===== src/rtl/mem_arb_pkg.sv =====
// Shared encodings for the memory port arbiter: grant FSM states and grant owners.
package mem_arb_pkg;

  typedef enum logic [1:0] {
    IDLE   = 2'd0,
    BUSY_I = 2'd1,
    BUSY_D = 2'd2,
    DONE   = 2'd3
  } state_e;

  typedef enum logic {
    GNT_I = 1'b0,
    GNT_D = 1'b1
  } gnt_e;

endpackage


===== src/rtl/arb_timeout_ctr.sv =====
// Saturating busy-cycle counter; expired flags the last cycle the arbiter may
// wait for the memory before abandoning the access.
module arb_timeout_ctr #(
  parameter int TIMEOUT = 15
) (
  input  logic clk,
  input  logic rst,
  input  logic clear,
  input  logic enable,
  output logic expired
);

  localparam int CNT_W = $clog2(TIMEOUT + 1);
  localparam logic [CNT_W-1:0] CNT_MAX  = CNT_W'(TIMEOUT);
  localparam logic [CNT_W-1:0] CNT_LAST = CNT_W'(TIMEOUT - 1);

  logic [CNT_W-1:0] cnt_q;
  logic [CNT_W-1:0] cnt_d;

  // next count: clear wins, otherwise count up until saturated
  always_comb begin
    cnt_d = cnt_q;
    if (clear) begin
      cnt_d = {CNT_W{1'b0}};
    end else if (enable && (cnt_q != CNT_MAX)) begin
      cnt_d = cnt_q + CNT_W'(1);
    end else begin
      cnt_d = cnt_q;
    end
  end

  // counter register
  always_ff @(posedge clk) begin
    if (!rst) begin
      cnt_q <= {CNT_W{1'b0}};
    end else begin
      cnt_q <= cnt_d;
    end
  end

  assign expired = (cnt_q == CNT_LAST);

endmodule


===== src/rtl/mem_port_arbiter.sv =====
// Round-robin arbiter sharing one variable-latency memory between the fetch (I)
// and memory-stage (D) ports, with done pulses, global stall and sticky timeout.
module mem_port_arbiter
  import mem_arb_pkg::*;
#(
  parameter int ADDR_W  = 16,
  parameter int DATA_W  = 16,
  parameter int TIMEOUT = 15
) (
  input  logic              clk,
  input  logic              rst,
  input  logic              i_req,
  input  logic [ADDR_W-1:0] i_addr,
  output logic              i_done,
  output logic [DATA_W-1:0] i_rdata,
  input  logic              d_req,
  input  logic              d_wr,
  input  logic [ADDR_W-1:0] d_addr,
  input  logic [DATA_W-1:0] d_wdata,
  output logic              d_done,
  output logic [DATA_W-1:0] d_rdata,
  output logic              m_en,
  output logic              m_wr,
  output logic [ADDR_W-1:0] m_addr,
  output logic [DATA_W-1:0] m_wdata,
  input  logic [DATA_W-1:0] m_rdata,
  input  logic              m_ready,
  output logic              stall,
  output logic              err
);

  state_e            state_q, state_d;
  gnt_e              last_q, last_d;
  logic              m_en_q, m_en_d;
  logic              m_wr_q, m_wr_d;
  logic [ADDR_W-1:0] m_addr_q, m_addr_d;
  logic [DATA_W-1:0] m_wdata_q, m_wdata_d;
  logic [DATA_W-1:0] i_rdata_q, i_rdata_d;
  logic [DATA_W-1:0] d_rdata_q, d_rdata_d;
  logic              i_done_q, i_done_d;
  logic              d_done_q, d_done_d;
  logic              err_q, err_d;
  logic              tmr_clr_s;
  logic              tmr_exp_s;
  logic              busy_s;

  assign busy_s = (state_q == BUSY_I) || (state_q == BUSY_D);

  arb_timeout_ctr #(.TIMEOUT(TIMEOUT)) u_tmr (
    .clk     (clk),
    .rst     (rst),
    .clear   (tmr_clr_s),
    .enable  (busy_s),
    .expired (tmr_exp_s)
  );

  // grant decision, completion handling and next values of every register
  always_comb begin
    state_d   = state_q;
    last_d    = last_q;
    m_en_d    = m_en_q;
    m_wr_d    = m_wr_q;
    m_addr_d  = m_addr_q;
    m_wdata_d = m_wdata_q;
    i_rdata_d = i_rdata_q;
    d_rdata_d = d_rdata_q;
    i_done_d  = 1'b0;
    d_done_d  = 1'b0;
    err_d     = err_q;
    tmr_clr_s = 1'b0;
    case (state_q)
      IDLE: begin
        if (i_req && (!d_req || (last_q == GNT_D))) begin
          state_d   = BUSY_I;
          last_d    = GNT_I;
          m_en_d    = 1'b1;
          m_wr_d    = 1'b0;
          m_addr_d  = i_addr;
          m_wdata_d = {DATA_W{1'b0}};
          tmr_clr_s = 1'b1;
        end else if (d_req) begin
          state_d   = BUSY_D;
          last_d    = GNT_D;
          m_en_d    = 1'b1;
          m_wr_d    = d_wr;
          m_addr_d  = d_addr;
          m_wdata_d = d_wdata;
          tmr_clr_s = 1'b1;
        end else begin
          state_d = IDLE;
        end
      end
      BUSY_I: begin
        if (m_ready || tmr_exp_s) begin
          // m_ready takes priority over a coincident timeout
          i_rdata_d = m_ready ? m_rdata : {DATA_W{1'b0}};
          err_d     = err_q | ~m_ready;
          m_en_d    = 1'b0;
          i_done_d  = 1'b1;
          state_d   = DONE;
        end else begin
          state_d = BUSY_I;
        end
      end
      BUSY_D: begin
        if (m_ready || tmr_exp_s) begin
          d_rdata_d = (m_ready && !m_wr_q) ? m_rdata : {DATA_W{1'b0}};
          err_d     = err_q | ~m_ready;
          m_en_d    = 1'b0;
          m_wr_d    = 1'b0;
          d_done_d  = 1'b1;
          state_d   = DONE;
        end else begin
          state_d = BUSY_D;
        end
      end
      DONE: begin
        state_d = IDLE;
      end
      default: begin
        state_d = IDLE;
      end
    endcase
  end

  // state and output registers
  always_ff @(posedge clk) begin
    if (!rst) begin
      state_q   <= IDLE;
      last_q    <= GNT_D;
      m_en_q    <= 1'b0;
      m_wr_q    <= 1'b0;
      m_addr_q  <= {ADDR_W{1'b0}};
      m_wdata_q <= {DATA_W{1'b0}};
      i_rdata_q <= {DATA_W{1'b0}};
      d_rdata_q <= {DATA_W{1'b0}};
      i_done_q  <= 1'b0;
      d_done_q  <= 1'b0;
      err_q     <= 1'b0;
    end else begin
      state_q   <= state_d;
      last_q    <= last_d;
      m_en_q    <= m_en_d;
      m_wr_q    <= m_wr_d;
      m_addr_q  <= m_addr_d;
      m_wdata_q <= m_wdata_d;
      i_rdata_q <= i_rdata_d;
      d_rdata_q <= d_rdata_d;
      i_done_q  <= i_done_d;
      d_done_q  <= d_done_d;
      err_q     <= err_d;
    end
  end

  assign i_done  = i_done_q;
  assign d_done  = d_done_q;
  assign i_rdata = i_rdata_q;
  assign d_rdata = d_rdata_q;
  assign m_en    = m_en_q;
  assign m_wr    = m_wr_q;
  assign m_addr  = m_addr_q;
  assign m_wdata = m_wdata_q;
  assign err     = err_q;
  // held low while in reset so every output reads 0 during reset
  assign stall   = rst & (i_req | d_req) & ~(i_done_q | d_done_q);

endmodule


===== config.mk =====
export PLATFORM = sky130hd
export DESIGN_NAME = mem_port_arbiter
export DESIGN_NICKNAME = d
export VERILOG_FILES = /design/src/rtl/mem_arb_pkg.sv /design/src/rtl/arb_timeout_ctr.sv /design/src/rtl/mem_port_arbiter.sv
export SDC_FILE = /design/constraint.sdc
export NUM_CORES = 1
export LEC_CHECK = 0
export ABC_AREA = 1
export CAP_MARGIN = 25
export CORE_ASPECT_RATIO = 2
export CORE_UTILIZATION = 36
export DETAILED_ROUTE_END_ITERATION = 8
export PLACE_DENSITY = 0.79
export SLEW_MARGIN = 40
export SYNTH_ARGS = -nofsm -noshare
export SYNTH_HDL_FRONTEND = slang
export SYNTH_SLANG_ARGS = --single-unit

===== constraint.sdc =====
create_clock -name clk -period 2.36 [get_ports clk]
set_input_delay 0.354 -clock clk [delete_from_list [all_inputs] [get_ports clk]]
set_output_delay 0.354 -clock clk [all_outputs]
set_load 0.005 [all_outputs]

# --- After elaboration in Yosys (flattened, before gate mapping) ---
# Index checks and enable logic that the tools add are counted.
op_classes:
  eq_ne: 8
  mux: 23
  n_reduce_logical: 22
  add_sub_neg: 1
  bitwise: 8
op_table:
  columns: ["operator", "count"]
  rows:
  - ["two-way mux 16 bit", 6]
  - ["AND reduction 2 bit", 6]
  - ["two-way mux 1 bit", 11]
  - ["one-hot mux 2 bit (4 select lines)", 1]
  - ["two-way mux 2 bit", 3]
  - ["AND reduction 3 bit", 2]
  - ["nonzero test 2 bit", 3]
  - ["adder 4 x 1 -> 4 bit (second input constant)", 1]
  - ["equality test 2 bit (second input constant)", 2]
  - ["equality test 4 bit (second input constant)", 1]
  - ["inequality test 2 x 1 -> 1 bit (second input constant)", 2]
  - ["inequality test 4 bit (second input constant)", 1]
  - ["one-hot mux 1 bit (2 select lines)", 2]
  - ["OR reduction 2 bit", 2]
  - ["logical AND 1 bit", 3]
  - ["logical OR 1 bit", 3]
  - ["inequality test 3 bit (second input constant)", 1]
  - ["inverter 1 bit", 3]
  - ["bitwise OR 1 bit", 3]
  - ["bitwise AND 1 bit", 2]
  - ["equality test 2 x 1 -> 1 bit (second input constant)", 1]
  - ["logical NOT 1 bit", 2]
  - ["logical NOT 2 bit", 1]
word_totals:
  regBits: 76
  in_bits: 70

# --- Depth between registers and ports, before layout ---
depth:
  ltp_word: 6
  mapped_depth: 9
  mapped_depth_nobuf: 8

# --- Modules after synthesis ---
# Synthesis repeated with hierarchy kept, for this count alone.
hier_totals:
  cells_unflattened: 444
  area_unflattened_um2: 3223.1
by_module_without_submodules:
  columns: ["module", "cells_per_inst", "area_per_inst_um2", "seq_area_each_um2", "n_inst"]
  rows:
  - ["mem_port_arbiter", 409, 2969.1, 1441.4, 1]
  - ["arb_timeout_ctr", 35, 254.0, 80.1, 1]

# --- Least setup slack after synthesis ---
# Ideal clock, no wire load.
synth_timing:
  path_kind: "register to register"
  startpoint: "reg state_q[0]"
  endpoint: "reg m_addr_q[10] (netlist: m_addr[10])"
  period_less_slack_ns: 1.350
  required_time_ns: 2.241
  arrival_time_ns: 1.231
  setup_time_ns: 0.119
  path_slack_ns: 1.010
  path_stages_with_launch: 10
  cell_sequence: "dfxtp_1 inv_1 ha_1 inv_1 nor2_4 nand2_2 buf_2 nor2_1 o21ai_0 nand2_1"
synth_between:
  elab_chain_cells: 2
synth_lines:
  columns: ["element", "line", "rtl"]
  rows:
  - ["from (decl)", "mem_port_arbiter.sv:32", "state_e state_q, state_d;"]
  - ["from (signal assigned)", "mem_port_arbiter.sv:141", "state_q <= state_d;"]
  - ["logical NOT 2 bit", "mem_port_arbiter.sv:71", "case (state_q)"]
  - ["AND reduction 2 bit (no line)", null, null]
  - ["to (signal assigned)", "mem_port_arbiter.sv:133", "m_addr_q <= {ADDR_W{1'b0}};"]
  - ["to (signal assigned)", "mem_port_arbiter.sv:145", "m_addr_q <= m_addr_d;"]
  - ["to (decl)", "mem_port_arbiter.sv:36", "logic [ADDR_W-1:0] m_addr_q, m_addr_d;"]
# No other way between the ends.
# A chain may end at the register's enable or synchronous reset.

# --- Worst setup path after layout ---
layout_timing:
  startpoint: "in d_req"
  endpoint: "out stall"
layout_between:
  elab_chain_cells: 3
layout_lines:
  columns: ["element", "line", "rtl"]
  rows:
  - ["from (decl)", "mem_port_arbiter.sv:16", "input logic d_req,"]
  - ["bitwise OR 1 bit", "mem_port_arbiter.sv:165", "assign stall = rst & (i_req | d_req) & ~(i_done_q | d_done_q);"]
  - ["bitwise AND 1 bit (2 in series)", "mem_port_arbiter.sv:165", null]
  - ["to (decl)", "mem_port_arbiter.sv:28", "output logic stall,"]
# No other way between the ends.

==> impl_metrics.csv <==
group,metric,value,unit
run_status,status,"completed",
clock_tree,cts_max_path_buffers,2,
clock_tree,clockRootBuffer,"clkbuf_16",
final_layout,nets,612,
place,place_area,4549,sq um
place,port-buffer-count,139,
sta,finalSetupViolCount,0,
routing,routed_wl,9427,um
routing,via_count,3193,
clock_tree,htreeDepth,3,
synth,netlist_area,3134,sq um
sta,clock_skew,0.006872,ns
routing,drt_first_pass_iters,4,
power_and_ir_drop,seqPwrFrac,0.409,
synth,synthCells,401,
routing,drt_iter0_drc,162,
final_layout,mostFrequentLayoutCells,"clkdlybuf4s50_1 (139), nand2_1 (104), dfxtp_1 (76)",
floorplanning,die_y,134.0,um
synth,ys_seq_area_frac,0.4854,
critical_path,end_kind,"output pin",
sta,slew_viol_final,0,
synth,ys_warn_count,0,
synth,synth_edf_count,0,
clock_tree,numCtsBuffers,9,
power_and_ir_drop,power.leakage,1.888,nW
clock_tree,cts.sinks,76,
clock_tree,clk_pin_slew,0.05,ns
sta,worst_slew_pin_slew,0.6147,ns
routing,drc,0,
power_and_ir_drop,sw_frac_of_total,0.2575,
critical_path,startpoint_type,"input pin",
global_route,grt_pass1_vias,3115,
floorplanning,core_area,8351,sq um
final_layout,final_cells,636,
place,dp_hpwl,6757,um
routing,antenna_left,0,
synth,yosys_most_used_dff,"dfxtp_1",
sta,finalHoldViolations,0,
synth,synth-seq-cells,76,
floorplanning,io_pins,140,
synth,ys_async_sr_fraction,0,
global_route,grt_start_max_net_pins,39,
hold_path,min_path_type,"register to register",
power_and_ir_drop,p_switching,0.9104,mW
critical_path,cp_max_fo,4,
critical_path,required,2.01,ns
sta,maxSlewHeadroom,0.5897,
final_layout,syn_to_final_growth,54.45,%
global_route,antenna_found_initial,0,
power_and_ir_drop,power.density,730.3,nW/um^2
final_layout,final_area,4841,sq um
synth,ys_types,28,
final_layout,n_fill_cell,793,
final_layout,diodes,0,
place,place_inst,622,
power_and_ir_drop,ir_worst_vdd,466.5,uV
clock_tree,cts_resized,0,
power_and_ir_drop,internal_power,2.625,mW
clock_tree,ctsHoldBuffers,0,
routing,routedWlPerCell,14.82,um
floorplanning,rows,47,
place,gp_congestion,0.8151,
critical_path,arrival,1.71,ns
sta,rsz0062_at_grt,"no",
sta,final.period_utilization,0.8729,
clock_tree,cts_tree,"done",
routing,vias_per_cell,5.020,
power_and_ir_drop,power_frac_comb,0.210,
synth,syn_avg_cell_area,7.816,sq um
floorplanning,dieArea,9106,sq um
global_route,grt_pass1_wl,14550,um
clock_tree,cts_post_setup_buffers_inserted,0,
power_and_ir_drop,clkPwrFrac,0.381,
final_layout,final_util,0.5797,
floorplanning,chipWidth,67.98,um
final_layout,layout_commonest_cell,"clkdlybuf4s50_1",
synth,synth_nets,478,
sta,fmax,0.4854,GHz
final_layout,drive_gt1_frac,0.09108,
floorplanning,start_util,0.3753,
global_route,grt-ovfl-total,0,
global_route,grt_usage,0.2154,
sta,setup-tns-final,0,ns
sta,fin_crit,2.060,ns
run,drv_cap,0,
critical_path,critPathKind,"input pin to output pin",
power_and_ir_drop,p_total,3.536,mW
clock_tree,insertion_delay,0.33,ns
==> cell families (layout without fill, tap and decap cells) <==
kind of cell / count (synthesis) / count (layout) / synth area share
simple gates: 205 / 205 / 0.2894
flops: 76 / 76 / 0.4854
compound gates: 75 / 75 / 0.1309
buf+inv: 36 / 173 / 0.06068
fa+ha+maj: 7 / 7 / 0.02794
xor+xnor: 2 / 2 / 0.005590
==> through the flow <==
step                setup slack [ns]  hold WS [ns]
global placement              0.3241        0.4504
finish                        0.3000        0.4671
floorplan                      1.010        0.4494
global route                  0.1869        0.4806
detailed placement            0.2868        0.4558
CTS                           0.2867        0.4664
==> routing by layer <==
metal,wire length [um],track usage,up-vias,part of all wire
met5,0,0,-,0
met4,432,0.1308,0,0.046
met3,503,0.05782,29,0.053
met2,5163,0.3775,107,0.55
met1,3327,0.2128,1492,0.35
li1,-,-,1565,-
==> worst paths after layout <==
path / start / to / slack, ns / cells after the start
setup / recovery: d_req / stall / 0.30 / 4
hold reg to reg: i_rdata[6] / i_rdata[6] / 0.47 / 2
hold / removal: i_rdata[6] / i_rdata[6] / 0.47 / 2
setup reg to reg: state_q[0] / m_wdata[1] / 0.67 / 8
==> power by group through the flow <==
stage	clock, mW	sequential, mW	combinational [mW]
2_1_floorplan	0	1.48	0.359
3_3_place_gp	0	1.47	0.728
3_5_place_dp	0	1.47	0.742
4_1_cts	1.38	1.45	0.747
5_1_grt	1.43	1.46	0.814
6_report	1.35	1.45	0.741
==> critical path: stages <==
cell	delay (ns)
clkdlybuf4s50_1	0.53
nor2_2	0.10
nor4_1	0.18
clkdlybuf4s50_1	0.55
==> flip-flops by register name, summed over array words and instances (netlist names) <==
signal and count:
d_rdata 16, u_tmr.cnt_q 4, d_done 1, err 1, i_rdata 16, i_done 1, state_q 2, m_en 1
m_addr 16, last_q 1, m_wr 1, m_wdata 16
==> Yosys cell counts, types with 6 or more instances <==
cell | instances | area [sq um]
nand2_1 | 104 | 390.4
dfxtp_1 | 76 | 1521
nor2_1 | 40 | 150.1
nand3_1 | 39 | 195.2
a21oi_1 | 30 | 150.1
o21ai_0 | 29 | 145.1
inv_1 | 14 | 52.55
nand2_2 | 14 | 87.58
buf_2 | 12 | 60.06
a21oi_2 | 9 | 78.83
ha_1 | 7 | 87.58
o21ai_1 | 6 | 30.03
==> area by class of cell <==
cell class,instances,area [sq um],share of cell area
inverters,17,68.82,0.01422
well taps,98,122.6,0.02533
repair buffers,142,1414,0.2921
clock buffers,12,256.5,0.05299
clock inverters,2,35.03,0.007237
multi-input cells,289,1423,0.2939
flip-flops and latches,76,1521,0.3143
No activity file was read; power rests on OpenSTA's default activity.
